$ cat src/rtl/add_in_responder_pkg.sv
// Shared types and default sizing for the add_in responder slice.
// Defaults are kept aligned with add_in_pkg_hdl.
package add_in_responder_pkg;

    localparam int ADD_WIDTH_DEFAULT = 4;
    localparam int DEPTH_DEFAULT     = 4;
    localparam int PTR_W             = $clog2(DEPTH_DEFAULT);

    typedef logic [ADD_WIDTH_DEFAULT-1:0] operand_t;
    typedef logic [ADD_WIDTH_DEFAULT:0]   result_t;

    typedef enum logic [1:0] {
        OCC_EMPTY,
        OCC_PARTIAL,
        OCC_FULL
    } occ_state_t;

endpackage

$ cat src/rtl/add_in_responder_fifo.sv
// Generic show-ahead FIFO: dout always reflects the head entry.
// The occupancy state (EMPTY/PARTIAL/FULL) is tracked alongside the count.
module add_in_responder_fifo
    import add_in_responder_pkg::*;
#(
    parameter int WIDTH = ADD_WIDTH_DEFAULT + 1,
    parameter int DEPTH = DEPTH_DEFAULT
) (
    input  logic                   clk,
    input  logic                   rst,
    input  logic                   push,
    input  logic [WIDTH-1:0]       din,
    input  logic                   pop,
    output logic [WIDTH-1:0]       dout,
    output logic                   full,
    output logic                   empty,
    output logic [$clog2(DEPTH):0] count
);

    localparam int PW = $clog2(DEPTH);
    localparam int CW = PW + 1;

    logic [WIDTH-1:0] mem [DEPTH];
    logic [PW-1:0]    wr_ptr;
    logic [PW-1:0]    rd_ptr;
    logic [CW-1:0]    cnt;
    logic [CW-1:0]    cnt_next;
    occ_state_t       state;
    occ_state_t       state_next;
    logic             do_push;
    logic             do_pop;

    always_comb begin
        do_push    = push && (state != OCC_FULL);
        do_pop     = pop && (state != OCC_EMPTY);
        cnt_next   = cnt;
        state_next = state;
        if (do_push && !do_pop) begin
            cnt_next = cnt + CW'(1);
        end else if (!do_push && do_pop) begin
            cnt_next = cnt - CW'(1);
        end
        if (cnt_next == '0) begin
            state_next = OCC_EMPTY;
        end else if (cnt_next == CW'(DEPTH)) begin
            state_next = OCC_FULL;
        end else begin
            state_next = OCC_PARTIAL;
        end
    end

    always_ff @(posedge clk or posedge rst) begin
        if (rst) begin
            wr_ptr <= '0;
            rd_ptr <= '0;
            cnt    <= '0;
            state  <= OCC_EMPTY;
        end else begin
            if (do_push) begin
                wr_ptr <= wr_ptr + PW'(1);
            end
            if (do_pop) begin
                rd_ptr <= rd_ptr + PW'(1);
            end
            cnt   <= cnt_next;
            state <= state_next;
        end
    end

    // Storage needs no reset: the head is only observed while non-empty.
    always_ff @(posedge clk) begin
        if (do_push) begin
            mem[wr_ptr] <= din;
        end
    end

    assign dout  = mem[rd_ptr];
    assign full  = (state == OCC_FULL);
    assign empty = (state == OCC_EMPTY);
    assign count = cnt;

endmodule

$ cat src/rtl/add_in_responder.sv
// Responder end of the add_in bus: adds a+b and queues sums for the add_out side.
// Optional ADD_IN_RESPONDER_STATS_EN adds txn_count and ovf_seen outputs.
module add_in_responder
    import add_in_responder_pkg::*;
#(
    parameter int ADD_WIDTH = ADD_WIDTH_DEFAULT,
    parameter int DEPTH     = DEPTH_DEFAULT
) (
    input  logic                   clk,
    input  logic                   rst,
    input  logic                   in_valid,
    output logic                   in_ready,
    input  logic [ADD_WIDTH-1:0]   a,
    input  logic [ADD_WIDTH-1:0]   b,
    output logic                   out_valid,
    input  logic                   out_ready,
    output logic [ADD_WIDTH:0]     out_sum,
    output logic [$clog2(DEPTH):0] count
`ifdef ADD_IN_RESPONDER_STATS_EN
    ,
    output logic [15:0]            txn_count,
    output logic                   ovf_seen
`endif
);

    logic               alive;
    logic               full;
    logic               empty;
    logic               push;
    logic               pop;
    logic [ADD_WIDTH:0] sum;
    logic [ADD_WIDTH:0] head;

    // Holds in_ready low until the first edge after reset release.
    always_ff @(posedge clk or posedge rst) begin
        if (rst) begin
            alive <= 1'b0;
        end else begin
            alive <= 1'b1;
        end
    end

    assign sum       = {1'b0, a} + {1'b0, b};
    assign in_ready  = alive && !full;
    assign push      = in_valid && in_ready;
    assign out_valid = !empty;
    assign pop       = out_valid && out_ready;
    assign out_sum   = out_valid ? head : '0;

    add_in_responder_fifo #(
        .WIDTH (ADD_WIDTH + 1),
        .DEPTH (DEPTH)
    ) u_fifo (
        .clk   (clk),
        .rst   (rst),
        .push  (push),
        .din   (sum),
        .pop   (pop),
        .dout  (head),
        .full  (full),
        .empty (empty),
        .count (count)
    );

`ifdef ADD_IN_RESPONDER_STATS_EN
    always_ff @(posedge clk or posedge rst) begin
        if (rst) begin
            txn_count <= '0;
            ovf_seen  <= 1'b0;
        end else if (pop) begin
            txn_count <= txn_count + 16'd1;
            if (head[ADD_WIDTH]) begin
                ovf_seen <= 1'b1;
            end
        end
    end
`endif

endmodule

$ cat config.mk
export PLATFORM = sky130hd
export DESIGN_NAME = add_in_responder
export DESIGN_NICKNAME = d
export VERILOG_FILES = /design/src/rtl/add_in_responder_pkg.sv /design/src/rtl/add_in_responder_fifo.sv /design/src/rtl/add_in_responder.sv
export SDC_FILE = /design/constraint.sdc
export NUM_CORES = 1
export LEC_CHECK = 0
export CORE_MARGIN = 2
export CORE_UTILIZATION = 57
export DETAILED_ROUTE_END_ITERATION = 16
export GPL_TIMING_DRIVEN = 0
export PLACE_DENSITY = 0.86
export SKIP_CTS_REPAIR_TIMING = 1
export SLEW_MARGIN = 0
export SYNTH_ARGS = -nofsm -noshare
export SYNTH_HDL_FRONTEND = slang
export SYNTH_HIERARCHICAL = 1
export SYNTH_SLANG_ARGS = --single-unit
$ cat constraint.sdc
create_clock -name clk -period 3.7 [get_ports clk]
set_input_delay 0.74 -clock clk [delete_from_list [all_inputs] [get_ports clk]]
set_output_delay 0.74 -clock clk [all_outputs]
set_load 0.01 [all_outputs]
# Word-level counts from Yosys, hierarchy flattened
# Memory sizes are Yosys's and may differ from the RTL's.
# Index checks and enable logic that the tools add are counted.
[classes] addsub=5 n_eq_ne=3 mux=7 reduce_logical=14
[op_table] operator="$logic_and 1x1->1" n=7
[op_table] operator="$mux 3" n=2
[op_table] operator="$add 4x4->5" n=1
[op_table] operator="$mux 5" n=1
[op_table] operator="$add 2x1->2 const B" n=2
[op_table] operator="$logic_not 1->1" n=4
[op_table] operator="$mux 2" n=2
[op_table] operator="$add 3x1->3 const B" n=1
[op_table] operator="$eq 3x3->1 const B" n=1
[op_table] operator="$logic_not 3->1" n=1
[op_table] operator="$sub 3x1->3 const B" n=1
[op_table] operator="$eq 2x2->1 const B" n=1
[op_table] operator="$logic_not 2->1" n=1
[op_table] operator="$mux 1" n=2
[op_table] operator="$ne 2x2->1 const B" n=1
[op_table] operator="$reduce_bool 2->1" n=1
[word_totals] ff_bits=10 ram_bits=20 in_bits=12 out_inout_bits=10 word_cells=35 memories=1
[mem_list] memory="u_fifo.mem" words=4 word_bits=5 rd=1 rd_ports_with_merged_regs=0 write_ports=1 line="add_in_responder_fifo.sv:23" text="logic [WIDTH-1:0] mem [DEPTH];"

# Longest topological paths before layout
# Gate-level depths: netlist of run 1.
[depth] ltp_word=12 ltp_mapped=11 mapped_depth_nobuf=9

# Modules after synthesis
# Netlist of run 1, hierarchy kept.
[by_module_without_submodules] module="add_in_responder_fifo" n_inst=1 cells_per_inst=90 area_each_um2=1343.8 seq_area_each_um2=825.8
[by_module_without_submodules] module="add_in_responder" n_inst=1 cells_per_inst=28 area_each_um2=222.7 seq_area_each_um2=25.0

# Worst setup path after synthesis of run 1
# Ideal clock, no wire load.
[synth_path] path_kind="reg2out" from="register u_fifo.rd_ptr[0]" to="output port out_sum[0]" t_arrival_ns=1.162 required_ns=2.960 slack_ns=1.798 stages_incl_launch_ff=4 path_buffers=1 path_cell_list="dfrtp_1 > buf_2 > mux4_2 > nor2b_1"
[synth_via] elab_chain_len=2
[synth_lines] element="start: declaration" line="add_in_responder_fifo.sv:25" text="logic [PW-1:0] rd_ptr;"
[synth_lines] element="start signal: assignment" line="add_in_responder_fifo.sv:63" text="rd_ptr <= rd_ptr + PW'(1);"
[synth_lines] element="$mem_v2 4x5"
[synth_lines] element="named net head[0]" line="add_in_responder.sv:32" text="logic [ADD_WIDTH:0] head;"
[synth_lines] element="$mux 5" line="add_in_responder.sv:48" text="assign out_sum = out_valid ? head : '0;"
[synth_lines] element="end: declaration" line="add_in_responder.sv:17" text="output logic [ADD_WIDTH:0] out_sum,"
# The timed path passes the listed nets, and every way through them passes these cells.

# Worst setup path after layout of run 1
# Same ends and word-level chain as after synthesis.

==> reports/results.tsv, run 1 <==
metric	value	unit
totalNegativeSetupSlack	0	ns
rsz0062_at_grt	false	
io_buffers	21	
finalCritPeriodShare	76.1	%
min_period	2.82	ns
hold_class	flop to flop	
synth_area	0.00157	mm2
gp_congestion	0.740	
grt_max_degree	11	
num_vias	955	
drtIter0Drc	43	
status	complete, no violations	
cp_cell_sequence	buf_2 > mux4_2 > nor2b_1 > clkdlybuf4s50_1	
holdWs	0.513	ns
finClkSkew	0.00644	ns
p_leak	0.786	nW
cts_tree	yes	
nets	169	
cpPeakStageDelay	0.55	ns
cts_root_buf	clkbuf_4	
dr.pass1.iters	4	
path_class	flop to output pin	
start_kind	flop	
post-dp-hpwl	1900	um
cp_slowest_cell	mux4_2	
clockBufferDepth	2	
wl_per_cell	14.4	um
finalSetupViolCount	0	
cts_sinks	30	
insertedDiodeCount	0	
yosysSeqAreaShare	54.3	%
drv_slew	0	
syn-instance-count	118	
h-tree-depth	2	
fp.dieArea	0.00318	mm2
synth_area_per_cell	13.3	um2
yosys_warnings	6	
routed_wl	2560	um
synthesis.nets	141	
end_kind	output pin	
grt_pass1_wl	4320	um
syn_to_final_growth	22.4	%
crit_fanout	7	
die_w	56.4	um
vias_per_cell	5.37	
ios	22	
placedInstanceArea	0.00182	mm2
drive_above_1_share	15.6	%
grtUsageTotal	18.7	%
fin_util	71.4	%
synth-seq-cells	30	
insertion_delay	0.31	ns
grt_pass1_vias	934	
grt_overflow	0	
crit_arrival	2.08	ns
fp.coreArea	0.00269	mm2
finalHoldViolations	0	
start_util	58.3	%
drt_drc_violations_left	0	
powerDensity	727	mW/mm2
peakVddDrop	0.540	mV
ant_nets	0	
final_area	0.00192	mm2
cp.required	2.96	ns
synth_cell_types	35	
cts_made_buffers	5	
antenna_found_initial	0	
drv_cap	0	
die-height	56.4	um
fp-row-count	19	
fmax	0.355	GHz
clk_pin_slew	0.09	ns
final cells by class:
type | count | area [um2]
inverters | 12 | 45.0
plain buffers | 6 | 46.3
flip-flops and latches | 30 | 851
well taps | 31 | 38.8
multi-input cells | 70 | 624
repair buffers | 21 | 210
clock inverters | 3 | 63.8
clock buffers | 5 | 37.5
fillers | 191 | 769
cell usage in the layout (no fill, tap or decap), drive strengths merged, types with 6 or more instances in the layout:
cell	Yosys	routed
buf	6	6
clkdlybuf4s50	0	21
dfrtp	10	10
edfxtp	20	20
ha	10	10
inv	12	12
nor2b	8	8
o21ai	9	9
xnor2	7	7
worst paths after layout:
path,start,endpoint,slack (ns),cells after the start
max,u_fifo/rd_ptr[0],out_sum[0],0.88,4
min,u_fifo/count[2],u_fifo/count[2],0.51,1
max reg2reg,u_fifo/state[1],u_fifo/state[0],1.54,8
min reg2reg,u_fifo/count[2],u_fifo/count[2],0.51,1
max in group asynchronous,rst,u_fifo/rd_ptr[1],2.70,2
min in group asynchronous,rst,alive,0.58,2
logic make-up after synthesis:
family | share of synthesized area, %
other | 0.239
flip-flops | 54.3
buffers and inverters | 5.83
XOR/XNOR | 3.91
AND/OR/NAND/NOR | 12.2
multiplexers | 8.15
adder cells (fa/ha/maj) | 9.27
AO/OA/AOI/OAI | 6.07
metal layers:
layer  vias up  GRT usage [%]  routed length (um)
li1        467              -                   -
met1       466           24.9                1120
met2        20           28.9                1330
met3         2           4.15                  79
met4         0           9.52                  29
met5         -              0                   0
state kept, by name (all words and copies together), names as in the netlist:
name / cells
u_fifo/mem: 20
u_fifo/count: 3
u_fifo/rd_ptr: 2
u_fifo/state: 2
u_fifo/wr_ptr: 2
alive: 1
per-stage QoR:
stage	setup WS, ns	std cells	power (W)
3_5_place_dp	1.19	170	0.00109
6_report	0.883	178	0.00139
4_1_cts	0.833	178	0.00141
3_3_place_gp	1.24	170	0.00106
5_1_grt	0.767	178	0.00149
2_1_floorplan	1.80	118	0.000875
where the power goes:
| part | total (W) | switching, W | internal, W | leakage, nW |
|---|---|---|---|---|
| sequential | 0.000479 | 0.0000374 | 0.000441 | 0.300 |
| clock | 0.000314 | 0.000105 | 0.000208 | 0.0528 |
| combinational | 0.000601 | 0.000285 | 0.000317 | 0.434 |
| total | 0.00139 | 0.000427 | 0.000966 | 0.786 |
synth_stat cells:
library cell  instances  share of area (%)
fa_1                  1                1.3
buf_1                 1               0.24
ha_1                 10                8.0
xnor2_1               7                3.9
conb_1                1               0.24
inv_1                12                2.9
and3_1                5                2.0
and3b_1               1               0.56
a21o_1                1               0.48
nor3_1                1               0.32
o211ai_1              2               0.96
and2_4                1               0.56
nand2b_1              1               0.40
or2_1                 1               0.40
nor3b_2               1               0.80
buf_6                 2                1.4
nand2_1               3               0.72
mux2_4                1               0.96
mux4_2                5                7.2
a21oi_2               1               0.56
nor3b_1               2               0.96
dfrtp_1              10                 16
o21ai_1               1               0.32
edfxtp_1             20                 38
nor2b_1               8                3.2
buf_4                 2               0.96
o221ai_1              1               0.56
and2_1                1               0.40
nor2_1                3               0.72
nand3_1               1               0.32
nand2b_4              1               0.88
a31oi_1               1               0.40
o21ai_0               7                2.2
buf_2                 1               0.32
o21ai_2               1               0.56
worst max-delay path, delay by kind of cell (launching register included):
kind          cells  cell delay (ns)
buf+inv           2             0.73
mux               1             0.55
flops             1             0.33
simple gates      1             0.15
Note: power is estimated with default switching activity, not from simulation.
==> run 2, diff against run 1 <==
CORE_UTILIZATION = 48   (was 57)
PLACE_DENSITY = 0.77   (was 0.86)
clock period = 2.3 ns   (was 3.7 ns; I/O delays follow)
==> reports/results.tsv, run 2 (synthesis results as in run 1) <==
metric	value	unit	change
drt_drc_violations_left	0		unchanged
post-dp-hpwl	2040	um	+7.4%
fillers	244		+28%
die-height	61.1	um	+8.3%
io_buffers	21		unchanged
nets	169		unchanged
cp.required	1.84	ns	-1.12 ns
critPathTopFamily	buffers and inverters		
die_w	61.1	um	+8.3%
path_class	flop to output pin		
rsz0062_at_grt	false		
place_ws	0.0273	ns	-1.16 ns
regMostFlops	u_fifo/mem		
grt_pass1_wl	4350	um	+0.79%
cts_root_buf	clkbuf_4		
vias_per_cell	4.97		-7.4%
powerDensity	1060	mW/mm2	+46%
clockBufferDepth	2		unchanged
min_period	2.15	ns	
ios	22		unchanged
wl_per_cell	14.2	um	-1.3%
clk_pin_slew	0.10	ns	about the same
crit_fanout	10		+3
end_kind	output pin		
peakVddDrop	0.485	mV	-10%
grt_overflow	0		unchanged
finClkSkew	0.00561	ns	-0.000828 ns
drv_cap	0		unchanged
crit_arrival	1.69	ns	-0.39 ns
dr.pass1.iters	4		unchanged
finalCritPeriodShare	93.3	%	
ant_nets	0		unchanged
drive_above_1_share	16.3	%	+0.68 points
grt_max_degree	11		unchanged
hold_class	input pin to asynchronous set/reset pin		
cts_made_buffers	5		unchanged
grtUsageTotal	16.9	%	-1.8 points
fmax	0.466	GHz	
status	complete, no violations		
largest_reg_flops	20		unchanged
cp_cell_sequence	buf_6 > nor2_2 > inv_1 > clkdlybuf4s50_1		
fp-row-count	20		+1
worst_slack	0.154	ns	-0.729 ns
insertion_delay	0.32	ns	about the same
fp.dieArea	0.00374	mm2	+17%
cts_tree	yes		
cpPeakStageDelay	0.48	ns	-0.07 ns
final_common_cell	edfxtp_1		
cts_sinks	30		unchanged
start_kind	flop		
routed_wl	2710	um	+5.9%
grt_pass1_vias	970		+3.9%
antenna_found_initial	0		unchanged
finalSetupViolCount	0		unchanged
fp.coreArea	0.00308	mm2	+15%
drtIter0Drc	26		-40%
drv_slew	0		unchanged
gp_congestion	0.790		+6.7%
syn_to_final_growth	21.5	%	
cp_slowest_cell	clkdlybuf4s50_1		
num_vias	949		-0.63%
finalHoldViolations	0		unchanged
cp_num_buf_inv	3		+1
h-tree-depth	2		unchanged
insertedDiodeCount	0		unchanged
final_cell_mix	edfxtp_1, clkdlybuf4s50_1, inv_1		
p_leak	0.821	nW	+4.3%
totalNegativeSetupSlack	0	ns	unchanged
start_util	50.9	%	-7.4 points
run 2: metal layers:
layer | up-vias | global-route usage, % | part of all wire (%)
met1 | 443 | 19.6 | 41
li1 | 470 | - | -
met4 | 0 | 6.52 | 1.8
met3 | 6 | 5.67 | 4.8
met2 | 30 | 28.9 | 52
met5 | - | 0 | 0
run 2: final timing paths:
kind | startpoint | to | slack, ns | cells after the start
setup / recovery | u_fifo/state[1] | out_valid | 0.15 | 4
hold / removal | rst | alive | 0.29 | 2
setup reg to reg | u_fifo/state[0] | u_fifo/state[1] | 0.23 | 11
hold reg to reg | u_fifo/count[2] | u_fifo/count[2] | 0.55 | 1
max in group asynchronous | rst | u_fifo/count[2] | 1.59 | 2
min in group clk | u_fifo/count[2] | u_fifo/count[2] | 0.55 | 1
run 2: report_power, final:
part | internal [W] | switching (W)
sequential | 0.000710 | 0.0000596
clock | 0.000113 | 0.000180
combinational | 0.000502 | 0.000455
run 2: area by class of cell:
cell class	instances	area, um2	area share, %
sequential	30	851	44.7
clock buffer	5	37.5	1.97
multi-input combinational	70	627	32.9
inverter	12	45.0	2.37
buffer	6	48.8	2.56
clock inverter	3	16.3	0.855
tap	44	55.1	2.89
timing repair buffer	21	223	11.7
run 2: worst reg2reg max path, delay by kind of cell, from the launching register on:
family / cells / cell delay (ns)
xor+xnor: 1 / 0.23
compound gates: 2 / 0.28
buf+inv: 3 / 0.36
flops: 1 / 0.36
simple gates: 5 / 0.78
run 2: per-stage QoR:
step | cell area (um2) | cells | total power, W | hold slack (ns) | utilization (%)
after global placement | 1830 | 183 | 0.00170 | 0.476 | 59.5
final | 1900 | 191 | 0.00202 | 0.294 | 61.8
after detailed placement | 1830 | 183 | 0.00175 | 0.542 | 59.5
after global routing | 1900 | 191 | 0.00216 | 0.303 | 61.8
after floorplan | 1570 | 118 | 0.00141 | 0.189 | -
after CTS | 1890 | 191 | 0.00205 | 0.273 | 61.3
